===== config.mk =====
export PLATFORM = sky130hd
export DESIGN_NAME = mem_arbiter
export DESIGN_NICKNAME = d
export VERILOG_FILES = /design/src/rtl/mem_pkg.sv /design/src/rtl/rr_pick2.sv /design/src/rtl/mem_arbiter.sv
export SDC_FILE = /design/constraint.sdc
export NUM_CORES = 1
export LEC_CHECK = 0
export BUFFER_PORTS_ARGS = -buffer_cell sky130_fd_sc_hd__buf_2
export CAP_MARGIN = 10
export CORE_AREA = 2 2 286 288
export DETAILED_ROUTE_END_ITERATION = 10
export DIE_AREA = 0 0 288 290
export PLACE_DENSITY = 0.38
export RECOVER_POWER = 100
export SYNTH_ARGS = -nofsm -noshare
export SYNTH_HDL_FRONTEND = slang
export SYNTH_SLANG_ARGS = --single-unit
export TNS_END_PERCENT = 5

===== constraint.sdc =====
create_clock -name CLK -period 2 [get_ports CLK]
set_input_delay 0.2 -clock CLK [delete_from_list [all_inputs] [get_ports CLK]]
set_output_delay 0.2 -clock CLK [all_outputs]
set_load 0.01 [all_outputs]

===== src/rtl/mem_pkg.sv =====
// Shared definitions for the I/D cache memory arbiter.
package mem_pkg;

    localparam int ADDR_W_DEF   = 28;
    localparam int BLOCK_W_DEF  = 128;
    localparam int MAX_WAIT_DEF = 255;

    // Requester ids; the round-robin picker relies on these being 0/1
    localparam logic REQ_I = 1'b0;
    localparam logic REQ_D = 1'b1;

    typedef enum logic [1:0] {
        IDLE    = 2'd0,
        GRANT_I = 2'd1,
        GRANT_D = 2'd2,
        DONE    = 2'd3
    } arb_state_e;

endpackage


===== src/rtl/rr_pick2.sv =====
// Two-way round-robin selector: on a tie the side that did not win last time wins.
module rr_pick2
    import mem_pkg::*;
(
    input  logic ireq_i,
    input  logic dreq_i,
    input  logic last_i,
    output logic gnt_o,
    output logic vld_o
);

    // Tie goes to the id opposite to the last grant
    always_comb begin
        vld_o = ireq_i | dreq_i;
        if (ireq_i && dreq_i) begin
            gnt_o = ~last_i;
        end else if (dreq_i) begin
            gnt_o = REQ_D;
        end else begin
            gnt_o = REQ_I;
        end
    end

endmodule


===== src/rtl/mem_arbiter.sv =====
// Shares one block-wide memory port between the I-cache (refills) and the
// D-cache (refills and write-backs); one transaction in flight at a time.
module mem_arbiter
    import mem_pkg::*;
#(
    parameter int ADDR_W   = ADDR_W_DEF,
    parameter int BLOCK_W  = BLOCK_W_DEF,
    parameter int MAX_WAIT = MAX_WAIT_DEF
) (
    input  logic               CLK,
    input  logic               RESETN,
    input  logic               I_READ,
    input  logic [ADDR_W-1:0]  I_ADDRESS,
    output logic [BLOCK_W-1:0] I_READDATA,
    output logic               I_BUSYWAIT,
    input  logic               D_READ,
    input  logic               D_WRITE,
    input  logic [ADDR_W-1:0]  D_ADDRESS,
    input  logic [BLOCK_W-1:0] D_WRITEDATA,
    output logic [BLOCK_W-1:0] D_READDATA,
    output logic               D_BUSYWAIT,
    output logic               MEM_READ,
    output logic               MEM_WRITE,
    output logic [ADDR_W-1:0]  MEM_ADDRESS,
    output logic [BLOCK_W-1:0] MEM_WRITEDATA,
    input  logic [BLOCK_W-1:0] MEM_READDATA,
    input  logic               MEM_BUSYWAIT,
    output logic               ERROR
);

    // Watchdog counter is at least 8 bits wide
    localparam int CNT_W = ($clog2(MAX_WAIT + 1) > 8) ? $clog2(MAX_WAIT + 1) : 8;
    localparam logic [CNT_W-1:0] WMAX = CNT_W'(MAX_WAIT);

    arb_state_e         state_q;
    logic               gnt_q;
    logic               last_q;
    logic               mem_read_q;
    logic               mem_write_q;
    logic [ADDR_W-1:0]  mem_addr_q;
    logic [BLOCK_W-1:0] mem_wdata_q;
    logic [BLOCK_W-1:0] i_rdata_q;
    logic [BLOCK_W-1:0] d_rdata_q;
    logic [CNT_W-1:0]   wcnt_q;
    logic [CNT_W-1:0]   wcnt_d;
    logic               error_q;

    logic d_req;
    logic pick_gnt;
    logic pick_vld;

    // A simultaneous D_READ/D_WRITE is a write; either one is a D request
    assign d_req  = D_READ | D_WRITE;
    assign wcnt_d = wcnt_q + CNT_W'(1);

    rr_pick2 u_pick (
        .ireq_i (I_READ),
        .dreq_i (d_req),
        .last_i (last_q),
        .gnt_o  (pick_gnt),
        .vld_o  (pick_vld)
    );

    // Arbitration FSM, memory-side registers, read capture and watchdog
    always_ff @(posedge CLK or negedge RESETN) begin
        if (!RESETN) begin
            state_q     <= IDLE;
            gnt_q       <= REQ_I;
            last_q      <= REQ_D;
            mem_read_q  <= 1'b0;
            mem_write_q <= 1'b0;
            mem_addr_q  <= '0;
            mem_wdata_q <= '0;
            i_rdata_q   <= '0;
            d_rdata_q   <= '0;
            wcnt_q      <= '0;
            error_q     <= 1'b0;
        end else begin
            case (state_q)
                IDLE: begin
                    if (pick_vld) begin
                        gnt_q  <= pick_gnt;
                        last_q <= pick_gnt;
                        wcnt_q <= '0;
                        if (pick_gnt == REQ_I) begin
                            state_q    <= GRANT_I;
                            mem_addr_q <= I_ADDRESS;
                            mem_read_q <= 1'b1;
                        end else begin
                            state_q    <= GRANT_D;
                            mem_addr_q <= D_ADDRESS;
                            if (D_WRITE) begin
                                mem_write_q <= 1'b1;
                                mem_wdata_q <= D_WRITEDATA;
                            end else begin
                                mem_read_q <= 1'b1;
                            end
                        end
                    end
                end
                GRANT_I, GRANT_D: begin
                    if (!MEM_BUSYWAIT) begin
                        // Capture even if the requester already dropped its request
                        if (mem_read_q) begin
                            if (gnt_q == REQ_I) i_rdata_q <= MEM_READDATA;
                            else                d_rdata_q <= MEM_READDATA;
                        end
                        mem_read_q  <= 1'b0;
                        mem_write_q <= 1'b0;
                        state_q     <= DONE;
                    end else if (wcnt_q != WMAX) begin
                        // Saturating busy count; the transaction keeps waiting
                        wcnt_q <= wcnt_d;
                        if (wcnt_d == WMAX) error_q <= 1'b1;
                    end
                end
                DONE:    state_q <= IDLE;
                default: state_q <= IDLE;
            endcase
        end
    end

    // Busywait drops only in the DONE cycle of the granted side; forced low in reset
    assign I_BUSYWAIT = RESETN & I_READ & ~((state_q == DONE) && (gnt_q == REQ_I));
    assign D_BUSYWAIT = RESETN & d_req  & ~((state_q == DONE) && (gnt_q == REQ_D));

    assign I_READDATA    = i_rdata_q;
    assign D_READDATA    = d_rdata_q;
    assign MEM_READ      = mem_read_q;
    assign MEM_WRITE     = mem_write_q;
    assign MEM_ADDRESS   = mem_addr_q;
    assign MEM_WRITEDATA = mem_wdata_q;
    assign ERROR         = error_q;

endmodule

==> flow_metrics.py <==
metrics = {
    "power": {
        "clkPwrFrac": 0.246,
        "p_leak_nw": 11.6,
        "max-vdd-ir-drop_uv": 825,
        "power_w": 0.0388,
        "p_sw_w": 0.0137,
        "p_seq_frac": 0.389,
        "p_int_w": 0.0252,
        "swShare": 0.352,
        "combPwrFrac": 0.365,
        "powerDensity_mw_per_mm2": 1480,
    },
    "setup_path": {
        "worstSetupEndpointType": "register",
        "critPathArrivalTime_ps": 2420,
        "cp-start-kind": "register",
        "cp.required_ps": 2460,
        "cp_max_fo": 10,
        "worstSetupPathType": "register to register",
        "r2r_slack_ps": 30,
    },
    "sta": {
        "worst_slack_ps": 32.5,
        "rsz0062_at_grt": "yes",
        "max_freq_mhz": 508,
        "timing.final.crit_share": 0.984,
        "slew_headroom": 0.102,
        "finalClockSkew_ps": 29.0,
        "finalSetupViolCount": 0,
        "post-route-min-period_ps": 1970,
        "tightest_slew_ps": 1350,
        "setup_tns_ps": 0,
        "slew_violations": 0,
        "hold_viol": 0,
    },
    "grt": {
        "grt_pass1_wl_um": 85200,
        "grt_usage": 0.132,
        "antenna_found_initial": 2,
        "grt_start_max_net_pins": 121,
        "grt_pass1_vias": 13900,
        "gr-total-overflow": 0,
    },
    "detailed_routing": {
        "drt_iter0_drc": 334,
        "ant_nets": 0,
        "routed_wl_um": 58700,
        "dr.pass1.iters": 4,
        "via_count": 12700,
        "drc_errors": 0,
        "vias_per_cell": 3.92,
        "wl_per_cell_um": 18.2,
    },
    "clock_network": {
        "clkTransAtPathRegs_ps": 60,
        "clk_latency_ps": 590,
        "clock_path_buffers": 3,
        "cts.sinks": 427,
        "root_buffer": "clkbuf_16",
        "cts_tree": "built",
        "ctsHtreeMaxLevel": 2,
        "cts_inserted_buffers": 51,
    },
    "placed_design": {
        "place_area_mm2": 0.0216,
        "dp_hpwl_um": 42300,
        "port_buffers": 734,
        "gp_congestion": 0.798,
        "pre_cts_ws_ps": -16.6,
    },
    "yosys": {
        "synthDistinctLibCells": 36,
        "syn-instance-count": 1037,
        "netlist_area_mm2": 0.0164,
        "synth.avg_cell_area_um2": 15.8,
        "netlist.area_leader.share": 0.651,
        "ys_warn_count": 0,
        "syn_nets": 1359,
        "yosysSeqAreaShare": 0.652,
        "synth.largest_area_cell": "dfrtp_1",
        "ys_ff_latch": 427,
        "netlist_top_cells_area": "dfrtp_1 (65%), mux2_2 (20%), mux2_1 (6.7%), mux2i_1 (1.7%), o21ai_0 (1.1%)",
    },
    "outcome": {
        "status": "complete, no violations",
    },
    "job": {
        "cap_violations": 0,
    },
    "cells_and_area": {
        "post-route-cell-area_mm2": 0.0263,
        "syn2layout_area_growth_pct": 60.3,
        "nets": 2459,
        "drive_gt1_frac": 0.344,
    },
    "die": {
        "io_pins": 735,
        "die_h_um": 290,
        "die-area_mm2": 0.0835,
        "start_util": 0.204,
        "core_area_mm2": 0.0802,
        "rows": 104,
        "fp.dieW_um": 288,
    },
    "hold_path": {
        "hold_path_class": "input port to asynchronous set/reset pin",
    },
}
## registers in the layout (all words and copies together), names as in the netlist
register	count
MEM_ADDRESS	28
MEM_WRITE	1
wcnt_q	8
MEM_WRITEDATA	128
last_q	1
MEM_READ	1
state_q	2
ERROR	1
gnt_q	1
I_READDATA	128
D_READDATA	128
## routing by layer
layer  track usage  up-vias  part of all wire
met2         0.243      394              0.53
met5             0        -           0.00022
li1              -     5870                 -
met1         0.142     6290              0.37
met4        0.0550        2             0.037
met3        0.0344      113             0.065
## area by class of cell
cell class,instances,area (um2)
multi-input combinational,543,5380
inverter,15,56.3
fill,8336,53900
antenna,1,2.50
tap,1060,1330
sequential,427,10700
clock buffer,69,1450
timing repair buffer,1099,7100
clock inverter,18,262
## power groups by stage
| stage | clock network, W | logic [W] | registers, W |
|---|---|---|---|
| 6_report | 0.00955 | 0.0142 | 0.0151 |
| 5_1_grt | 0.0103 | 0.0154 | 0.0156 |
| 4_1_cts | 0.00992 | 0.0153 | 0.0150 |
| 3_5_place_dp | 0 | 0.0147 | 0.0151 |
| 3_3_place_gp | 0 | 0.0147 | 0.0150 |
| 2_1_floorplan | 0 | 0.00539 | 0.0170 |
## synth_stat cells, drive strengths merged
master	instances
nand3	5
nor2	3
a21o	2
o21ai	35
a22oi	1
o21bai	1
dfstp	1
o21a	1
mux2	384
dfrtp	426
a21oi	8
inv	15
o2bb2ai	2
nand2b	1
o31ai	1
nand4	1
nor4	1
nor3	3
o211ai	2
clkbuf	9
nand2	42
o31a	1
buf	43
ha	4
or3	1
o211a	1
a21boi	1
or2	2
xnor2	5
o22ai	5
nor4b	1
o41ai	1
mux2i	28
## final timing paths
| path | from | endpoint | cells after the start |
|---|---|---|---|
| worst min-delay path | RESETN | wcnt_q[3]$_DFFE_PN0P_ | 2 |
| worst min register to register | MEM_ADDRESS[18]$_DFFE_PN0P_ | MEM_ADDRESS[18]$_DFFE_PN0P_ | 2 |
| worst max register to register | state_q[0]$_DFFE_PN0P_ | I_READDATA[41]$_DFFE_PN0P_ | 8 |
| min in group CLK | I_ADDRESS[16] | MEM_ADDRESS[16]$_DFFE_PN0P_ | 4 |
| max in group asynchronous | RESETN | MEM_WRITEDATA[42]$_DFFE_PN0P_ | 3 |
| worst max-delay path | state_q[0]$_DFFE_PN0P_ | I_READDATA[41]$_DFFE_PN0P_ | 8 |
## stage by stage
stage | hold slack, ps | instances | utilization
6_report | 66.7 | 3232 | 0.328
5_1_grt | 46.9 | 3232 | 0.328
4_1_cts | 54.8 | 3211 | 0.330
3_5_place_dp | 66.0 | 2810 | 0.269
3_3_place_gp | 65.6 | 2810 | 0.269
2_1_floorplan | -95.6 | 1037 | -
## cell usage in the layout, fill, tap and decap left out, drive strengths merged, types with 2 or more instances in the layout
cell,instances
a21o,2
a21oi,8
buf,360
bufinv,6
clkbuf,494
clkinv,10
dfrtp,426
dlygate4sd3,313
ha,4
inv,16
mux2,384
mux2i,28
nand2,42
nand3,5
nor2,3
nor3,3
o211ai,2
o21ai,35
o22ai,5
o2bb2ai,2
or2,2
xnor2,5
## cells by family (layout without fill, tap and decap cells)
family	Yosys count	in the layout	share of synthesized area
DFF	427	427	0.652
other	0	1	0
buffers and inverters	67	1201	0.0225
AOI/OAI and AO/OA	62	62	0.0228
adders and majority gates	4	4	0.00306
xor gates and xnor gates	5	5	0.00267
muxes	412	412	0.281
and+or+nand+nor	60	60	0.0156
## worst max-delay path: stages (launching register included)
cell and delay, ps:
dfrtp_1 380, inv_2 70, ha_4 260, nand2_2 60, nor3_4 220, buf_12 150, buf_12 160, clkbuf_16 180
mux2_2 330
## repair_timing
item                                    CTS  global route
buffers inserted                          0             9
endpoints found under the setup margin  128           213
hold buffers                            314             0
gates cloned                              0            11
resized for setup                         5            19
pin swaps                                 0             1
endpoints found under the hold margin   839             0
(Power assumes the default switching activity.)
